===== config.mk =====
export PLATFORM = sky130hd
export DESIGN_NAME = ifid_fetch_stage_flat
export DESIGN_NICKNAME = d
export VERILOG_FILES = /design/src/rtl/ifid_fetch_stage_if.sv /design/src/rtl/ifid_fetch_stage.sv /design/src/flat_wrapper.sv
export SDC_FILE = /design/constraint.sdc
export NUM_CORES = 1
export LEC_CHECK = 0
export CORE_MARGIN = 5
export CORE_UTILIZATION = 47
export DETAILED_ROUTE_END_ITERATION = 8
export PLACE_DENSITY = 0.82
export SYNTH_ARGS = -nofsm -noshare
export SYNTH_HDL_FRONTEND = slang
export SYNTH_SLANG_ARGS = --single-unit

===== constraint.sdc =====
create_clock -name clk -period 2.4 [get_ports clk]
set_clock_uncertainty 0.2 [all_clocks]
set_input_delay 0.36 -clock clk [delete_from_list [all_inputs] [get_ports clk]]
set_output_delay 0.36 -clock clk [all_outputs]
set_load 0.03 [all_outputs]

===== src/rtl/ifid_fetch_stage_if.sv =====
// Instruction-memory fetch bus: request/acknowledge handshake with a
// variable-latency memory.
interface ifid_fetch_stage_if;
  logic        imem_req;
  logic [31:0] imem_addr;
  logic        imem_ack;
  logic [31:0] imem_rdata;

  modport master (output imem_req, imem_addr, input  imem_ack, imem_rdata);
  modport slave  (input  imem_req, imem_addr, output imem_ack, imem_rdata);
endinterface


===== src/rtl/ifid_fetch_stage.sv =====
// Fetch front end: PC, imem handshake and IF/ID register. A small FSM covers
// stall buffering (HOLD) and discarding a wrong-path outstanding fetch (DROP).
module ifid_fetch_stage #(
  parameter logic [31:0] RESET_PC = 32'h0000_0000
) (
  input  logic                       clk,
  input  logic                       reset,
  input  logic                       pc_write,
  input  logic                       ifid_write,
  input  logic                       ifid_flush,
  input  logic                       redirect,
  input  logic [31:0]                redirect_pc,
  ifid_fetch_stage_if.master         imem,
  output logic [31:0]                if2id_instr,
  output logic [31:0]                if2id_pc_plus4,
  output logic                       if2id_valid,
  output logic [4:0]                 if2id_rs,
  output logic [4:0]                 if2id_rt
);

  typedef enum logic [1:0] {S_FETCH, S_HOLD, S_DROP} state_t;

  state_t      state_q, state_d;
  logic [31:0] pc_q, pc_d;
  logic [31:0] buf_instr_q, buf_instr_d;
  logic [31:0] buf_pc4_q, buf_pc4_d;
  logic [31:0] pend_q, pend_d;
  logic [31:0] instr_q, pc4_q;
  logic        valid_q;

  logic        req;
  logic        take;
  logic        deliver;
  logic [31:0] dlv_instr, dlv_pc4;
  logic [31:0] pc_plus4;

  // A redirect while the PC is frozen is dropped entirely.
  assign take     = redirect & pc_write;
  assign pc_plus4 = pc_q + 32'd4;

  always_comb begin
    state_d     = state_q;
    pc_d        = pc_q;
    buf_instr_d = buf_instr_q;
    buf_pc4_d   = buf_pc4_q;
    pend_d      = pend_q;
    deliver     = 1'b0;
    dlv_instr   = buf_instr_q;
    dlv_pc4     = buf_pc4_q;
    req         = 1'b0;
    case (state_q)
      S_FETCH: begin
        req = 1'b1;
        if (imem.imem_ack) begin
          if (take) begin
            pc_d = redirect_pc;
          end else if (pc_write && ifid_write) begin
            deliver   = 1'b1;
            dlv_instr = imem.imem_rdata;
            dlv_pc4   = pc_plus4;
            pc_d      = pc_plus4;
          end else begin
            // Word arrived but cannot be consumed: park it, PC stays put.
            buf_instr_d = imem.imem_rdata;
            buf_pc4_d   = pc_plus4;
            state_d     = S_HOLD;
          end
        end else if (take) begin
          pend_d  = redirect_pc;
          state_d = S_DROP;
        end
      end
      S_HOLD: begin
        if (take) begin
          pc_d    = redirect_pc;
          state_d = S_FETCH;
        end else if (pc_write && ifid_write) begin
          deliver = 1'b1;
          pc_d    = pc_plus4;
          state_d = S_FETCH;
        end
      end
      S_DROP: begin
        // Address must stay stable until the stale request is acked.
        req = 1'b1;
        if (take) pend_d = redirect_pc;
        if (imem.imem_ack) begin
          pc_d    = take ? redirect_pc : pend_q;
          state_d = S_FETCH;
        end
      end
      default: state_d = S_FETCH;
    endcase
  end

  always_ff @(posedge clk) begin
    if (reset) begin
      state_q     <= S_FETCH;
      pc_q        <= RESET_PC;
      buf_instr_q <= 32'h0;
      buf_pc4_q   <= 32'h0;
      pend_q      <= 32'h0;
      instr_q     <= 32'h0;
      pc4_q       <= 32'h0;
      valid_q     <= 1'b0;
    end else begin
      state_q     <= state_d;
      pc_q        <= pc_d;
      buf_instr_q <= buf_instr_d;
      buf_pc4_q   <= buf_pc4_d;
      pend_q      <= pend_d;
      if (ifid_flush || (ifid_write && !deliver)) begin
        instr_q <= 32'h0;
        pc4_q   <= 32'h0;
        valid_q <= 1'b0;
      end else if (ifid_write) begin
        instr_q <= dlv_instr;
        pc4_q   <= dlv_pc4;
        valid_q <= 1'b1;
      end
    end
  end

  assign imem.imem_req  = req & ~reset;
  assign imem.imem_addr = pc_q;

  assign if2id_instr    = instr_q;
  assign if2id_pc_plus4 = pc4_q;
  assign if2id_valid    = valid_q;
  assign if2id_rs       = instr_q[25:21];
  assign if2id_rt       = instr_q[20:16];

endmodule

===== src/flat_wrapper.sv =====
// flat-port wrapper written by rule: the top's interface ports become plain ports
module ifid_fetch_stage_flat 
#(
  parameter logic [31:0] RESET_PC = 32'h0000_0000
)
  (clk, reset, pc_write, ifid_write, ifid_flush, redirect, redirect_pc, if2id_instr, if2id_pc_plus4, if2id_valid, if2id_rs, if2id_rt, imem_imem_req, imem_imem_addr, imem_imem_ack, imem_imem_rdata);
  ifid_fetch_stage_if imem_i ();
  input  logic clk;
  input  logic reset;
  input  logic pc_write;
  input  logic ifid_write;
  input  logic ifid_flush;
  input  logic redirect;
  input  logic [31:0] redirect_pc;
  output logic [31:0] if2id_instr;
  output logic [31:0] if2id_pc_plus4;
  output logic if2id_valid;
  output logic [4:0] if2id_rs;
  output logic [4:0] if2id_rt;
  output wire logic [$bits(imem_i.imem_req)-1:0] imem_imem_req;
  output wire logic [$bits(imem_i.imem_addr)-1:0] imem_imem_addr;
  input wire logic [$bits(imem_i.imem_ack)-1:0] imem_imem_ack;
  input wire logic [$bits(imem_i.imem_rdata)-1:0] imem_imem_rdata;
  assign imem_imem_req = imem_i.imem_req;
  assign imem_imem_addr = imem_i.imem_addr;
  assign imem_i.imem_ack = imem_imem_ack;
  assign imem_i.imem_rdata = imem_imem_rdata;
  ifid_fetch_stage #(.RESET_PC(RESET_PC)) u_core (.clk(clk), .reset(reset), .pc_write(pc_write), .ifid_write(ifid_write), .ifid_flush(ifid_flush), .redirect(redirect), .redirect_pc(redirect_pc), .imem(imem_i), .if2id_instr(if2id_instr), .if2id_pc_plus4(if2id_pc_plus4), .if2id_valid(if2id_valid), .if2id_rs(if2id_rs), .if2id_rt(if2id_rt));
endmodule

==> results of run 1 <==
==> final cells by class <==
cell class / count / area, um2 / area share, %
clock inverter: 14 / 173 / 1.46
inverter: 12 / 45.0 / 0.381
multi-input combinational: 805 / 4430 / 37.5
timing repair buffer: 256 / 2540 / 21.5
tap: 234 / 293 / 2.48
sequential: 195 / 3910 / 33.1
clock buffer: 17 / 425 / 3.60
==> layer usage <==
| metal | part of all wire, % | wire length (um) |
|---|---|---|
| met2 | 47 | 12700 |
| met4 | 1.9 | 502 |
| met1 | 44 | 12000 |
| met3 | 7.4 | 2000 |
| met5 | 0 | 0 |
==> power by group through the flow <==
stage | clock [mW] | sequential (mW) | combinational (mW)
final | 2.91 | 3.49 | 1.14
after global routing | 3.07 | 3.50 | 1.23
after CTS | 2.94 | 3.48 | 1.13
after detailed placement | 0 | 3.56 | 1.12
after global placement | 0 | 3.55 | 1.10
after floorplan | 0 | 3.63 | 0.544
==> per-stage QoR <==
stage | instances | total power [mW] | worst slack (ps)
global placement | 1501 | 4.65 | -1.90
floorplan | 1121 | 4.17 | 9.27
CTS | 1533 | 7.55 | 2.24
global route | 1533 | 7.80 | 0.457
detailed placement | 1501 | 4.68 | -109
finish | 1533 | 7.53 | 34.9
==> worst max-delay path, cell delays in order, from the launching register on <==
cell     delay [ps]
dfxtp_2         380
ha_1            190
nand2_1         100
or4_1           660
nor3_1          430
o21ai_0         170
a21oi_1         160
==> state kept, by name, summed over array words and instances (netlist names) <==
signal                 count
u_core.imem.imem_addr     32
u_core.buf_pc4_q          32
u_core.buf_instr_q        32
u_core.if2id_valid         1
u_core.if2id_instr        32
u_core.state_q             2
u_core.if2id_pc_plus4     32
u_core.pend_q             32
==> placed cells by master (no fill, tap or decap), types with 4 or more instances in the layout <==
cell type	n
nand2_1	242
dfxtp_1	193
clkdlybuf4s50_1	175
a21oi_1	129
nor2_1	88
buf_4	64
o21ai_0	44
a311oi_1	36
a211oi_1	20
xnor2_1	19
nor3_1	19
nand3_1	18
clkbuf_16	17
o22ai_1	16
and3_1	16
buf_12	14
a22o_1	13
o211ai_1	12
inv_1	12
a22oi_1	11
nand4_1	10
mux2i_1	8
nor3b_1	7
xor2_1	7
nor4_1	6
o31a_1	6
o32ai_1	6
a31o_2	5
or3_1	5
a31oi_1	5
and4_1	4
and2_1	4
o21a_1	4
inv_6	4
clkinv_4	4
==> kinds of logic (layout without fill, tap and decap cells) <==
| family | Yosys count | in the layout | synth area share [%] |
|---|---|---|---|
| adder cells (fa/ha/maj) | 1 | 1 | 0.142 |
| multiplexers | 8 | 8 | 0.908 |
| XOR/XNOR | 26 | 26 | 2.58 |
| AO/OA/AOI/OAI | 323 | 323 | 23.5 |
| buffers and inverters | 121 | 299 | 5.86 |
| AND/OR/NAND/NOR | 447 | 447 | 22.8 |
| flip-flops | 195 | 195 | 44.3 |
==> worst paths after layout <==
path / end / from / cells past startpoint
worst max-delay path: u_core.if2id_pc_plus4[18] / u_core.imem.imem_addr[3] / 6
worst min-delay path: u_core.pend_q[29] / u_core.pend_q[29] / 2
worst max register to register: u_core.if2id_pc_plus4[18] / u_core.imem.imem_addr[3] / 6
worst min register to register: u_core.pend_q[29] / u_core.pend_q[29] / 2
==> timing repair <==
| action | CTS | global route |
|---|---|---|
| resized for setup | 0 | 2 |
| hold endpoints to repair | 1 | 0 |
| hold buffers | 1 | 0 |
| setup endpoints to repair | 0 | 2 |
==> impl_metrics.tcl, run 1 <==
set metrics [dict create \
    routed_wl_um 27100 \
    syn2layout_area_growth_pct 33.9 \
    htree_levels 4 \
    synthCells 1121 \
    post-route-period-util_pct 98.5 \
    final_area_um2 11800 \
    fin_util_pct 63.6 \
    numCtsBuffers 17 \
    gp_congestion 0.935 \
    clock-sinks 195 \
    power_frac_clock_pct 38.6 \
    yosysTopAreaCell "dfxtp_1" \
    fillCellCount 1520 \
    die_area_um2 21600 \
    worstPathArrival_ps 2530 \
    drc_errors 0 \
    ys_types 58 \
    ir_worst_vdd_mv 0.517 \
    yosysWarnings 0 \
    comb_power_share_pct 15.1 \
    avgViaCountPerCell 5.79 \
    cts_tree "done" \
    fp.dieH_um 147 \
    avgSynthCellArea_um2 7.87 \
    synth.top_cell.area_share_pct 44.3 \
    antenna_found_initial 0 \
    worstHoldPathType "reg2reg" \
    fp.dieW_um 147 \
    vias 8881 \
    slew_violations 0 \
    ant_nets 0 \
    clkSlewWorstSetupHoldPaths_ps 80 \
    final_nets 1359 \
    cp-start-kind "flip-flop" \
    synth-seq-cells 195 \
    synth-main-ff-cell "dfxtp_1" \
    grt_pass1_wl_um 42500 \
    num_antenna_cells 0 \
    finalSetupViolCount 0 \
    period_needed_ps 2370 \
    tns_ps 0 \
    grt_max_degree 63 \
    rsz0062_at_grt "no" \
    swShare_pct 27.9 \
    drt-pass1-iter-count 5 \
    root_buffer "clkbuf_16" \
    met3_usage_pct 5.40 \
    crit_fanout 6 \
    dp_hpwl_um 19000 \
    core_region_area_um2 18600 \
    clkLatencyLatePin_ps 440 \
    synth_common_cells "242 x nand2_1, 195 x dfxtp_1, 129 x a21oi_1" \
    yosysMostFrequentCell "nand2_1" \
    synth_fp_nets 1193 \
    endpoint_kind "flip-flop" \
    yosysSeqAreaShare_pct 44.3 \
    rows 50 \
    criticalPathCategory "reg2reg" \
    power.leakage_nw 4.05 \
    synthTopCellsByArea "dfxtp_1 44%, nand2_1 10%, a21oi_1 7.3%" \
    crit_required_ps 2560 \
    grtUsageMet2_pct 37.4 \
    drv_cap 0 \
    grt_usage_pct 24.1 \
    syn_area_um2 8820 \
    initial_utilization_pct 47.5 \
    async_reset_ff_share_pct 0 \
    grtUsageMet1_pct 33.6 \
    max_freq_mhz 423 \
    drive_gt1_share_pct 10.5 \
    power_frac_seq_pct 46.3 \
    num_io_pins 179 \
    place_area_um2 11200 \
    ff2ff_setup_slack_ps 30 \
    wl_per_cell_um 17.7 \
    status "finished clean" \
    hold_slack_ps 254 \
    io_buffer_count 178 \
    internal_power_mw 5.43 \
    worstMarginPinSlew_ps 686 \
    cts_max_path_buffers 2 \
    p_sw_mw 2.10 \
    p_per_area_nw_per_um2 638 \
    grt_pass1_vias 8076 \
    hold_viol_final 0 \
    busiest_layer "met2" \
    gr-total-overflow 0 \
    post-cts-setup-buffers 0 \
    relSlewSlack_pct 54.2 \
    synth_edf_count 0 \
    drt_iter0_markers 908 \
]
No activity file was read; power rests on OpenSTA's default activity.
==> run 2, diff against run 1 <==
--- a/config.mk
+++ b/config.mk
@@ -5,7 +5,7 @@
 export SDC_FILE = /design/constraint.sdc
 export NUM_CORES = 1
 export LEC_CHECK = 0
-export CORE_MARGIN = 5
+export CORE_MARGIN = 2
 export CORE_UTILIZATION = 47
 export DETAILED_ROUTE_END_ITERATION = 8
 export PLACE_DENSITY = 0.82
==> run 2 against run 1 <==
Compared with the run above: the flow now finishes with violations (negative setup slack); highest routed layer unchanged; critical endpoint is now u_core.if2id_pc_plus4[20]; largest power group unchanged; non-clock buffer count fell by 4; sequential cell count stayed put; setup slack got worse by 40 ps; design area fell by 0.55%.
==> impl_metrics.tcl, run 2 (synthesis gave the netlist of run 1 again) <==
set metrics [dict create \
    status "complete, but fails checks" \
    violations "negative setup slack" \
    hold_slack_ps 184 \
    max_freq_mhz 416 \
    crit_required_ps 2500 \
    cts_hold_repair.buffers 0 \
    core_region_area_um2 18600 \
    cp_top_family "simple AND/OR/NAND/NOR gates" \
    dp_hpwl_um 18400 \
    grt_max_degree 97 \
    final_cell_mix "242 x nand2_1, 193 x dfxtp_1, 176 x clkdlybuf4s50_1, 129 x a21oi_1, 88 x nor2_1" \
    routed_wl_um 26600 \
    ir_worst_vdd_mv 0.529 \
    p_per_area_nw_per_um2 640 \
    crit_buf_inv 0 \
    avgViaCountPerCell 5.81 \
    io_buffer_count 178 \
    worstPathArrival_ps 2510 \
    rsz0062_at_grt "yes" \
    grt_pass1_wl_um 42300 \
    vias 8891 \
    endpoint_kind "flip-flop" \
    worstHoldPathType "in2reg" \
    die_area_um2 19900 \
    worst_slack_ps -4.68 \
    ant_nets 0 \
    rows 50 \
    clkSlewWorstSetupHoldPaths_ps 80 \
    initial_utilization_pct 47.5 \
    cp-start-kind "flip-flop" \
    gr-total-overflow 0 \
    crit_fanout 6 \
    criticalPathCategory "reg2reg" \
    clkLatencyLatePin_ps 430 \
    hold_viol_final 0 \
    drt_iter0_markers 913 \
    grt_pass1_vias 8198 \
    antenna_found_initial 0 \
    cts_max_path_buffers 2 \
    drt-pass1-iter-count 5 \
    wl_per_cell_um 17.4 \
    drv_cap 0 \
    period_needed_ps 2400 \
    grt_usage_pct 26.2 \
    power.leakage_nw 4.07 \
    slowest_stage "or4_1" \
    finalSetupViolCount 1 \
    post-route-period-util_pct 100 \
    path_cells "ha_1 > nand2_1 > or4_1 > nor2_1 > xnor2_1 > o22ai_1" \
    final_common_cell "nand2_1" \
    drc_errors 0 \
    relSlewSlack_pct 53.1 \
    root_buffer "clkbuf_16" \
    worstMarginPinSlew_ps 703 \
    htree_levels 4 \
    num_antenna_cells 0 \
    num_io_pins 179 \
    dp_slack_ps -115 \
    slowest_delay_ps 690 \
    numCtsBuffers 17 \
    drive_gt1_share_pct 10.6 \
    fp.dieW_um 141 \
    syn2layout_area_growth_pct 33.1 \
    fp.dieH_um 141 \
    clock-sinks 195 \
    total_power_mw 7.52 \
    cts_tree "done" \
    gp_congestion 0.930 \
    final_nets 1355 \
    slew_violations 0 \
]
[run 2: power breakdown]
part           switching (mW)  total (mW)  internal (mW)
Combinational           0.653        1.13          0.480
Clock                    1.33        2.90           1.57
Sequential              0.105        3.49           3.38
[run 2: what timing repair did]
item,in CTS,in global routing
gates resized for setup,0,7
setup buffers,0,0
endpoints found under the setup margin,0,7
[run 2: cell type report]
cell class                      count  area [um2]
Fill cell                        1522        6840
Multi-Input combinational cell    805        4470
Sequential cell                   195        3910
Timing Repair Buffer              252        2430
Clock buffer                       17         425
Tap cell                          234         293
Clock inverter                     15         175
Inverter                           12        45.0
[run 2: layer usage]
layer,vias to the layer above,global-route usage [%],wire length [um]
li1,4273,-,-
met1,4179,37.0,12000
met2,390,41.1,12100
met3,49,3.70,1790
met4,0,9.79,732
met5,-,0,0
[run 2: worst reg2reg max path, delay by kind of cell, from the launching register on]
kind	cells	cell delay, ps
and+or+nand+nor	3	1090
xor gates and xnor gates	1	260
AOI/OAI and AO/OA	1	150
DFF	1	390
adders and majority gates	1	190
[run 2: path summary, 6_finish.rpt]
| check | from | endpoint | slack, ps | cells after the start |
|---|---|---|---|---|
| setup / recovery | u_core.imem.imem_addr[3] | u_core.if2id_pc_plus4[20] | -5 | 6 |
| hold / removal | reset | u_core.if2id_pc_plus4[14] | 180 | 4 |
| setup reg to reg | u_core.imem.imem_addr[3] | u_core.if2id_pc_plus4[20] | -5 | 6 |
| hold reg to reg | u_core.pend_q[31] | u_core.pend_q[31] | 260 | 2 |
[run 2: per-stage QoR]
stage	utilization [%]	cell area, um2	setup TNS, ps	instances
after floorplan	-	8830	0	1121
after global placement	59.7	11100	-573	1498
after detailed placement	59.7	11100	-2460	1498
after CTS	62.9	11700	0	1530
after global routing	63.2	11700	-104	1530
final	63.2	11700	-4.68	1530
